File: src/rtl/cache_control.sv
// Control FSM for the 2-way write-back cache: hits answer the CPU in the cycle they are presented; misses run write-back/allocate.
// Backpressure: the CPU holds its request until cpu_resp, and memory phases wait for mem_resp.
// The optional saturating hit/miss/write-back counters are built only when CACHE_CTRL_PERF_EN is defined.
module cache_control #(
    parameter int CNT_WIDTH = 16
) (
    input  logic                 clk,
    input  logic                 rst,
    input  logic                 cpu_read,
    input  logic                 cpu_write,
    output logic                 cpu_resp,
    input  logic                 hit0,
    input  logic                 hit1,
    input  logic                 lru_out,
    input  logic                 dir0_out,
    input  logic                 dir1_out,
    input  logic                 mem_resp,
    output logic                 mem_read,
    output logic                 mem_write,
    output logic                 indata_muxsel,
    output logic                 outdata_muxsel,
    output logic [1:0]           memaddr_muxsel,
    output logic                 lru_we,
    output logic                 lru_in,
    output logic                 val_in,
    output logic                 dir_in,
    output logic                 write0,
    output logic                 write1,
    output logic [CNT_WIDTH-1:0] hit_count,
    output logic [CNT_WIDTH-1:0] miss_count,
    output logic [CNT_WIDTH-1:0] wb_count
);

    typedef enum logic [1:0] {CHECK, WRITEBACK, ALLOCATE} state_t;

    state_t state;
    logic   victim;

    logic req, hit, hit_way, victim_dirty, miss_evt, wb_exit;

    assign req          = cpu_read | cpu_write;
    assign hit          = hit0 | hit1;
    assign hit_way      = hit1 & ~hit0;
    assign victim_dirty = lru_out ? dir1_out : dir0_out;
    assign miss_evt     = (state == CHECK) && req && !hit;
    assign wb_exit      = (state == WRITEBACK) && mem_resp;

    // Outputs are gated by rst so an in-flight memory request drops immediately.
    always_comb begin
        cpu_resp       = 1'b0;
        mem_read       = 1'b0;
        mem_write      = 1'b0;
        indata_muxsel  = 1'b0;
        outdata_muxsel = 1'b0;
        memaddr_muxsel = 2'd0;
        lru_we         = 1'b0;
        lru_in         = 1'b0;
        val_in         = 1'b0;
        dir_in         = 1'b0;
        write0         = 1'b0;
        write1         = 1'b0;
        if (!rst) begin
            case (state)
                CHECK: begin
                    if (req && hit) begin
                        cpu_resp       = 1'b1;
                        outdata_muxsel = hit_way;
                        lru_we         = 1'b1;
                        lru_in         = ~hit_way;
                        if (cpu_write) begin
                            indata_muxsel = 1'b1;
                            write0        = ~hit_way;
                            write1        = hit_way;
                            val_in        = 1'b1;
                            dir_in        = 1'b1;
                        end
                    end
                end
                WRITEBACK: begin
                    mem_write      = 1'b1;
                    outdata_muxsel = victim;
                    memaddr_muxsel = victim ? 2'd2 : 2'd1;
                end
                ALLOCATE: begin
                    mem_read = 1'b1;
                    if (mem_resp) begin
                        write0 = ~victim;
                        write1 = victim;
                        val_in = 1'b1;
                    end
                end
                default: ;
            endcase
        end
    end

    always_ff @(posedge clk) begin
        if (rst) begin
            state  <= CHECK;
            victim <= 1'b0;
        end else begin
            case (state)
                CHECK: begin
                    if (miss_evt) begin
                        victim <= lru_out;
                        state  <= victim_dirty ? WRITEBACK : ALLOCATE;
                    end
                end
                WRITEBACK: if (mem_resp) state <= ALLOCATE;
                ALLOCATE:  if (mem_resp) state <= CHECK;
                default:   state <= CHECK;
            endcase
        end
    end

`ifdef CACHE_CTRL_PERF_EN
    localparam logic [CNT_WIDTH-1:0] CNT_MAX = '1;

    always_ff @(posedge clk) begin
        if (rst) begin
            hit_count  <= '0;
            miss_count <= '0;
            wb_count   <= '0;
        end else begin
            if (cpu_resp && hit_count != CNT_MAX)
                hit_count <= hit_count + 1'b1;
            if (miss_evt && miss_count != CNT_MAX)
                miss_count <= miss_count + 1'b1;
            if (wb_exit && wb_count != CNT_MAX)
                wb_count <= wb_count + 1'b1;
        end
    end
`else
    assign hit_count  = '0;
    assign miss_count = '0;
    assign wb_count   = '0;
`endif

endmodule
File: config.mk
export PLATFORM = sky130hd
export DESIGN_NAME = cache_control
export DESIGN_NICKNAME = d
export VERILOG_FILES = /design/src/rtl/cache_control.sv
export SDC_FILE = /design/constraint.sdc
export NUM_CORES = 1
export LEC_CHECK = 0
export BUFFER_PORTS_ARGS = -buffer_cell sky130_fd_sc_hd__buf_4
export CAP_MARGIN = 20
export CORE_MARGIN = 4
export CORE_UTILIZATION = 38
export DETAILED_ROUTE_END_ITERATION = 8
export PLACE_DENSITY = 0.85
export SYNTH_ARGS = -nofsm -noshare
export SYNTH_HDL_FRONTEND = slang
export SYNTH_SLANG_ARGS = --single-unit
export TNS_END_PERCENT = 100
File: constraint.sdc
create_clock -name clk -period 2.5 [get_ports clk]
set_input_delay 0.5 -clock clk [delete_from_list [all_inputs] [get_ports clk]]
set_output_delay 0.5 -clock clk [all_outputs]
set_load 0.02 [all_outputs]
-- Word-level counts from Yosys, hierarchy flattened
Cells that the tools add are included.
- memory bits (writable): 0
- input bits: 10
- memory bits (read-only): 0
- bits in latches: 0
- flip-flop bits (word level): 3
- memories kept: 0
- divide/modulo/power cells: 0
- muxes and demuxes: 39
- equal/unequal tests: 5
- reduce and logical (&&, ||, !) cells: 7
- $mul: 0
- $add $sub $neg: 0
- bitwise logic cells: 6
- order comparisons: 0
- shifts and indexed selects: 0
- operators by type and width (kind ; number):
    $mux W1 ; 27
    $mux W2 ; 7
    $pmux W1 S2 ; 4
    $ne A2 B2 Y1 const B ; 3
    $pmux W2 S3 ; 1
    $logic_and A1 B1 Y1 ; 3
    $not A1 Y1 ; 3
    $reduce_and A3 Y1 ; 1
    $eq A2 B1 Y1 const B ; 1
    $eq A2 B2 Y1 const B ; 1
    $logic_not A2 Y1 ; 1
    $or A1 B1 Y1 ; 2
    $reduce_and A2 Y1 ; 1
    $and A1 B1 Y1 ; 1
    $logic_not A1 Y1 ; 1

-- Longest topological paths before layout
Gate-level depths: netlist (run 1).
- depth after elaboration: 7
- gate-level depth with buffers: 4
- mapped depth without buffers: 3

-- Worst setup path before layout (run 1)
Ideal clock, no wire load.
- kind: in2out
- from: input port rst
- to: output port indata_muxsel
- path buffers: 1
- setup slack: 681 ps
- stages on the path: 4
- arrival time: 1319 ps
- path through: nor2_2 nand3b_1 nor2_1 buf_4
- word-level cells in the longest chain between the ends: 1
- ends and longest elaborated chain (what ; line ; source):
    start: declaration ; 8 ; input logic rst,
    $mux W1 ; n/a ;
    end: declaration ; 20 ; output logic indata_muxsel,
Every way passes these cells.

-- Worst setup path after layout (run 1)
- from: register state[1]
- to: output port write1
- word-level cells in the longest chain between the ends: 3
- elaborated cells between the ends (all ways): 4
- classes of those cells: eq/ne: 1; mux: 2; reduce/logical: 1
- ends and longest elaborated chain (what ; line ; source):
    start: declaration ; 36 ; state_t state;
    start signal: assignment ; 106 ; state <= victim_dirty ? WRITEBACK : ALLOCATE;
    $eq A2 B2 Y1 / $logic_not A2 Y1 (equally long branches) ; 63 ; case (state)
    $pmux W1 S2 (*) ; 63 ;
    $mux W1 (*) ; 62 ; if (!rst) begin
    end: declaration ; 28 ; output logic write1,
Every way passes the cells marked *; elsewhere a longest branch is shown, timed or not.

==> results of run 1 <==
[registers in the layout (all words and copies together) (netlist names)]
name,cells
state,2
victim,1
[synthesized netlist by cell type]
library cell / count / share of area (%)
sky130_fd_sc_hd__nand2_1: 2 / 1.1
sky130_fd_sc_hd__mux2i_1: 2 / 2.9
sky130_fd_sc_hd__a2111oi_2: 1 / 2.1
sky130_fd_sc_hd__o21ai_0: 1 / 0.72
sky130_fd_sc_hd__nand2b_1: 2 / 1.8
sky130_fd_sc_hd__o21a_1: 2 / 2.1
sky130_fd_sc_hd__or2_1: 1 / 0.90
sky130_fd_sc_hd__nor4b_1: 1 / 1.3
sky130_fd_sc_hd__nor2_1: 6 / 3.2
sky130_fd_sc_hd__inv_1: 1 / 0.54
sky130_fd_sc_hd__a211oi_1: 1 / 1.1
sky130_fd_sc_hd__nor3_1: 1 / 0.72
sky130_fd_sc_hd__dfxtp_1: 3 / 8.6
sky130_fd_sc_hd__nor3b_1: 1 / 1.1
sky130_fd_sc_hd__and3_4: 1 / 1.6
sky130_fd_sc_hd__a31oi_1: 1 / 0.90
sky130_fd_sc_hd__and2_1: 1 / 0.90
sky130_fd_sc_hd__conb_1: 1 / 0.54
sky130_fd_sc_hd__buf_4: 50 / 54
sky130_fd_sc_hd__nand3b_1: 3 / 3.2
sky130_fd_sc_hd__nor2b_1: 2 / 1.8
sky130_fd_sc_hd__buf_2: 1 / 0.72
sky130_fd_sc_hd__nand3_1: 1 / 0.72
sky130_fd_sc_hd__nor3_2: 1 / 1.4
sky130_fd_sc_hd__nor2_2: 1 / 0.90
sky130_fd_sc_hd__a311oi_1: 1 / 1.3
sky130_fd_sc_hd__buf_6: 1 / 1.6
sky130_fd_sc_hd__nor4bb_1: 1 / 1.4
sky130_fd_sc_hd__o21bai_1: 1 / 1.1
[logic make-up (layout without fill, tap and decap cells)]
group,count (synthesis),count (layout)
buf+inv,53,27
flops,3,3
other cells,1,48
simple gates,25,25
mux,2,2
compound gates,8,8
[path summary, 6_finish.rpt]
path         cells past startpoint                   from                     to
max                              4  state[1]$_SDFFE_PP0P_                 write1
min                              2               mem_resp  state[1]$_SDFFE_PP0P_
max reg2reg                      3  state[1]$_SDFFE_PP0P_    victim$_SDFFE_PP0P_
min reg2reg                      2    victim$_SDFFE_PP0P_    victim$_SDFFE_PP0P_
[through the flow]
step	cell area (um2)	setup WS (ns)	total power [uW]	hold slack [ns]	util, %
after floorplan	875	0.681	222	0.486	-
after global placement	679	0.699	193	0.528	39.3
after detailed placement	679	0.663	196	0.547	39.3
after CTS	706	0.569	285	0.488	40.9
after global routing	706	0.497	305	0.494	40.9
final	706	0.584	283	0.492	40.9
[final cells by class]
cell class                 instances  area (um2)
tap                               25        31.3
fill                             195        1020
multi-input combinational         83         419
clock buffer                       4        26.3
inverter                           1        3.75
timing repair buffer              22         165
sequential                         3        60.1
[worst register-to-register path, cell delays in order, from the launching register on]
cell                      delay, ns
sky130_fd_sc_hd__dfxtp_1       0.54
sky130_fd_sc_hd__nor2_1        0.09
sky130_fd_sc_hd__nand3_1       0.11
sky130_fd_sc_hd__mux2i_1       0.18
[routing by layer]
metal	vias to the layer above	track usage, %
met2	40	15.0
met5	-	0
li1	245	-
met3	0	5.83
met4	0	2.69
met1	218	9.01
[power breakdown]
group | switching (uW) | internal, uW
Sequential | 6.56 | 50.8
Combinational | 103 | 35.9
Clock | 26.7 | 59.9
Total | 137 | 147
==> flow_summary_export.csv, run 1 <==
group,metric,value,unit
placement,portBuffers,22,
timing,finalMaxSlewViolations,0,
final_layout,syn2layout_area_growth,1.08,%
route,wirelength,1310,um
grt,antenna_found_initial,0,
final_layout,diodes,0,
placement,place.detailed.instances,134,
cts,tritoncts.num_buffers,3,
synth,netlist-cell-type-count,29,
synth,ys_seq_area_share,8.60,%
synth,post_synth_xor_area_fraction,0,%
critical_path,critPathMaxStageDelay,0.42,ns
timing,finalClockSkew,0.00814,ns
synth,synth-warning-count,0,
route,ant_nets,0,
grt,gr-total-overflow,0,
synth,synth-simple-area-share,22.0,%
status,outcome,"finished, final reports clean",
die,placementRows,15,
final_layout,final_common_cell,"sky130_fd_sc_hd__conb_1",
route,met3_length,203,um
cts,numClockSinks,3,
cts,clk_pin_slew,0.04,ns
cts,clk_root_buffer_cell,"sky130_fd_sc_hd__clkbuf_4",
die,design.die.area,2590,um2
route,uppermost_signal_routing_layer_after_detailed_routing,"met3",
critical_path,critical_path.startpoint_type,"register",
final_layout,finish.net_count,124,
critical_path,path_buf_inv,1,
cts,postCtsSetupBuffers,0,
run,max-cap-violations,0,
route,post_drt_via_cell_ratio,3.64,
critical_path,crit_path_max_fanout,11,
critical_path,reg2reg_slack,1.50,ns
route,drc,0,
route,route.layer.met1.wl,446,um
route,met2_wirelength,657,um
die,initial_utilization,40.4,%
power,leakage,0.000391,uW
route,route.detailed.wl_per_inst,9.46,um
route,first_iter_violations,4,
cts,cts_hold_buffers,0,
final_layout,final_cell_mix,"sky130_fd_sc_hd__conb_1 (48), sky130_fd_sc_hd__buf_4 (22), sky130_fd_sc_hd__nor2_1 (6)",
route,vias,503,
synth,synthesis.area,698,um2
critical_path,critical_path.top_delay_family,"simple AND/OR/NAND/NOR gates",
placement,gpl.final_weighted_congestion,0.737,
worst_hold_path,hold_path_class,"primary input to register",
cts,postCtsResizedCells,0,
grt,grt_pass1_vias,400,
die,io-pin-count,71,
critical_path,cp_slowest_cell,"sky130_fd_sc_hd__dfxtp_1",
synth,combinational_family_with_the_most_area_after_synthesis,"buffers and inverters",
cts,insertion_delay_of_the_later_clocked_pin_in_the_worst_skew_pair,0.24,ns
critical_path,worst-endpoint-arrival,1.42,ns
grt,grt_usage,8.94,%
die,die_y,50.9,um
synth,synth_area_per_cell,7.59,um2
timing,setup_tns,0,ns
cts,depth_of_the_cts_h_tree,1,
critical_path,critical_path.cell_chain,"nor4bb_1 -> a31oi_1 -> nor3_2 -> buf_4",
critical_path,required,2.00,ns
synth,synthCells,92,
synth,post_synth_fa_ha_maj_area_fraction,0,%
critical_path,setup.worst_path.class,"register to output port",
grt,grt_max_degree,12,
die,width_of_the_die,50.9,um
critical_path,setup.worst_path.end_class,"output port",
timing,fmaxAchievable,0.522,GHz
grt,global_route_wire_length_before_repair,1740,um
route,drt_pre_antenna_iters,4,
timing,layout_worst_path_cycle_share,76.6,%
cts,max-clock-path-buffers,2,
timing,hold_viol,0,
synth,ys_seq_elements,3,
timing,grt_setup_unrepaired,"false",
final_layout,post_route_cells_drive_above_1_share,25.7,%
timing,layout_min_cycle_time,1.92,ns
synth,synth_compound_area_share,9.32,%
die,core_area,1730,um2
power,cellPowerDensity,402,nW/um2
synth,post_synth_mux_area_share,2.87,%
timing,setup-violations-final,0,
final_layout,finish.cell_count_without_fillers,138,
placement,hpwlAfterDp,1150,um
cts,tritoncts,"built",
power,ir_worst_vdd,0.195,mV
(Power assumes the default switching activity.)
==> inputs of run 2 (changes only) <==
--- a/config.mk
+++ b/config.mk
@@ -8,9 +8,9 @@
 export BUFFER_PORTS_ARGS = -buffer_cell sky130_fd_sc_hd__buf_4
 export CAP_MARGIN = 20
 export CORE_MARGIN = 4
-export CORE_UTILIZATION = 38
+export CORE_UTILIZATION = 35
 export DETAILED_ROUTE_END_ITERATION = 8
-export PLACE_DENSITY = 0.85
+export PLACE_DENSITY = 0.79
 export SYNTH_ARGS = -nofsm -noshare
 export SYNTH_HDL_FRONTEND = slang
 export SYNTH_SLANG_ARGS = --single-unit
==> constraint.sdc (replaced) <==
create_clock -name clk -period 1.8 [get_ports clk]
set_input_delay 0.36 -clock clk [delete_from_list [all_inputs] [get_ports clk]]
set_output_delay 0.36 -clock clk [all_outputs]
set_load 0.02 [all_outputs]
==> run 2 against run 1 <==
Critical path depth is 1 lower. Via count up 2.0%. Sequential power rose by 40%. Final area increased by 0.89%.
==> flow_summary_export.csv, run 2 (synthesized netlist as in run 1, its figures left out) <==
group,metric,value,unit
die,initial_utilization,38.8,%
grt,grt_usage,9.49,%
cts,insertion_delay_of_the_later_clocked_pin_in_the_worst_skew_pair,0.24,ns
route,post_drt_via_cell_ratio,3.72,
critical_path,critical_path.top_delay_family,"flip-flops",
timing,layout_min_cycle_time,1.64,ns
timing,finalClockSkew,0.000842,ns
worst_hold_path,cells_on_worst_hold_path,2,
placement,place.detailed.instances,134,
grt,gr-total-overflow,0,
die,io-pin-count,71,
placement,portBuffers,22,
grt,grt_pass1_vias,412,
critical_path,setup.worst_path.end_class,"output port",
grt,grt_max_degree,12,
cts,clk_pin_slew,0.04,ns
worst_hold_path,hold_path_class,"primary input to register",
route,first_iter_violations,7,
critical_path,reg2reg_slack,0.81,ns
grt,global_route_wire_length_before_repair,1830,um
cts,numClockSinks,3,
route,ant_nets,0,
power,leakage,0.000392,uW
final_layout,largest_register_ffs,2,
critical_path,required,1.44,ns
timing,setup_tns,0,ns
cts,tritoncts,"built",
final_layout,diodes,0,
cts,cts_hold_buffers,0,
cts,clk_root_buffer_cell,"sky130_fd_sc_hd__clkbuf_4",
final_layout,layout_top_registers,"state: 2 flops, victim: 1 flops",
cts,max-clock-path-buffers,2,
critical_path,critical_path.startpoint_type,"register",
critical_path,crit-reg2reg-capture,"state[0]$_SDFFE_PP0P_",
final_layout,post_route_cells_drive_above_1_share,26.5,%
run,max-cap-violations,0,
placement,gpl.final_weighted_congestion,0.812,
critical_path,r2r_start,"state[0]$_SDFFE_PP0P_",
critical_path,setup.worst_path.class,"register to output port",
route,drt_pre_antenna_iters,4,
final_layout,final_common_cell,"sky130_fd_sc_hd__conb_1",
timing,finalMaxSlewViolations,0,
grt,antenna_found_initial,0,
critical_path,cp_slowest_cell,"sky130_fd_sc_hd__dfxtp_1",
critical_path,ff2ff_path_depth,2,
timing,grt_setup_unrepaired,"false",
worst_hold_path,worstHoldEndpoint,"state[1]$_SDFFE_PP0P_",
cts,postCtsResizedCells,0,
power,cellPowerDensity,556,nW/um2
critical_path,worst-endpoint-arrival,1.28,ns
worst_hold_path,hp-start,"mem_resp",
timing,setup-violations-final,0,
final_layout,final_cell_mix,"sky130_fd_sc_hd__conb_1 (48), sky130_fd_sc_hd__buf_4 (22), sky130_fd_sc_hd__nor2_1 (6)",
route,route.detailed.wl_per_inst,9.64,um
timing,layout_worst_path_cycle_share,90.8,%
timing,hold_viol,0,
status,outcome,"finished, final reports clean",
critical_path,crit_path_max_fanout,11,
timing,fmaxAchievable,0.612,GHz
die,core_area,1800,um2
die,placementRows,15,
placement,hpwlAfterDp,1160,um
route,drc,0,
power,ir_worst_vdd,0.214,mV
final_layout,syn2layout_area_growth,1.97,%
cts,depth_of_the_cts_h_tree,1,
critical_path,critical_path.cell_chain,"and3_4 -> o21bai_1 -> buf_4",
die,design.die.area,2770,um2
die,width_of_the_die,52.7,um
cts,tritoncts.num_buffers,3,
critical_path,path_buf_inv,1,
die,die_y,52.7,um
final_layout,finish.net_count,124,
route,wirelength,1330,um
route,vias,513,
final_layout,largest-register,"state",
final_layout,finish.cell_count_without_fillers,138,
critical_path,critPathMaxStageDelay,0.52,ns
cts,postCtsSetupBuffers,0,
## run 2: changes by cell type in the layout (fill, tap and decap cells not counted)
cell                      before  now
sky130_fd_sc_hd__dfxtp_1       3    2
sky130_fd_sc_hd__dfxtp_2       0    1
sky130_fd_sc_hd__nor2_2        1    0
sky130_fd_sc_hd__nor2_4        0    1
## run 2: per-stage QoR
stage	power, uW	setup WS [ns]	utilization, %	instance area (um2)	hold WS (ns)
final	396	0.165	39.5	712	0.344
after global routing	429	0.0626	39.5	712	0.340
after CTS	399	0.0671	39.2	706	0.345
after detailed placement	271	0.270	37.7	679	0.532
after global placement	269	0.282	37.7	679	0.523
after floorplan	308	0.226	-	875	0.440
## run 2: layout make-up
| class | count | area [um2] |
|---|---|---|
| Sequential cell | 3 | 61.3 |
| Timing Repair Buffer | 22 | 165 |
| Fill cell | 192 | 1090 |
| Inverter | 1 | 3.75 |
| Clock buffer | 4 | 26.3 |
| Tap cell | 25 | 31.3 |
| Multi-Input combinational cell | 83 | 424 |
## run 2: worst max path at each step
stage,to,cells after the start,start
after floorplan,indata_muxsel,4,state[0]$_SDFFE_PP0P_
after global placement,dir_in,5,rst
after detailed placement,dir_in,5,rst
after CTS,dir_in,4,state[1]$_SDFFE_PP0P_
after global routing,outdata_muxsel,3,state[0]$_SDFFE_PP0P_
final,outdata_muxsel,3,state[0]$_SDFFE_PP0P_
## run 2: power by group
group | leakage [uW] | switching [uW] | internal, uW | total [uW]
registers | 0.0000249 | 9.28 | 71.0 | 80.3
clock network | 0.0000150 | 37.7 | 83.3 | 121
logic | 0.000353 | 144 | 50.6 | 194
total | 0.000392 | 191 | 205 | 396
## run 2: layer usage
layer / vias to the layer above / track usage (%) / part of all wire, %
li1: 245 / - / -
met1: 224 / 7.90 / 29
met2: 42 / 17.4 / 52
met3: 2 / 6.27 / 17
met4: 0 / 3.83 / 0.98
met5: - / 0 / 0
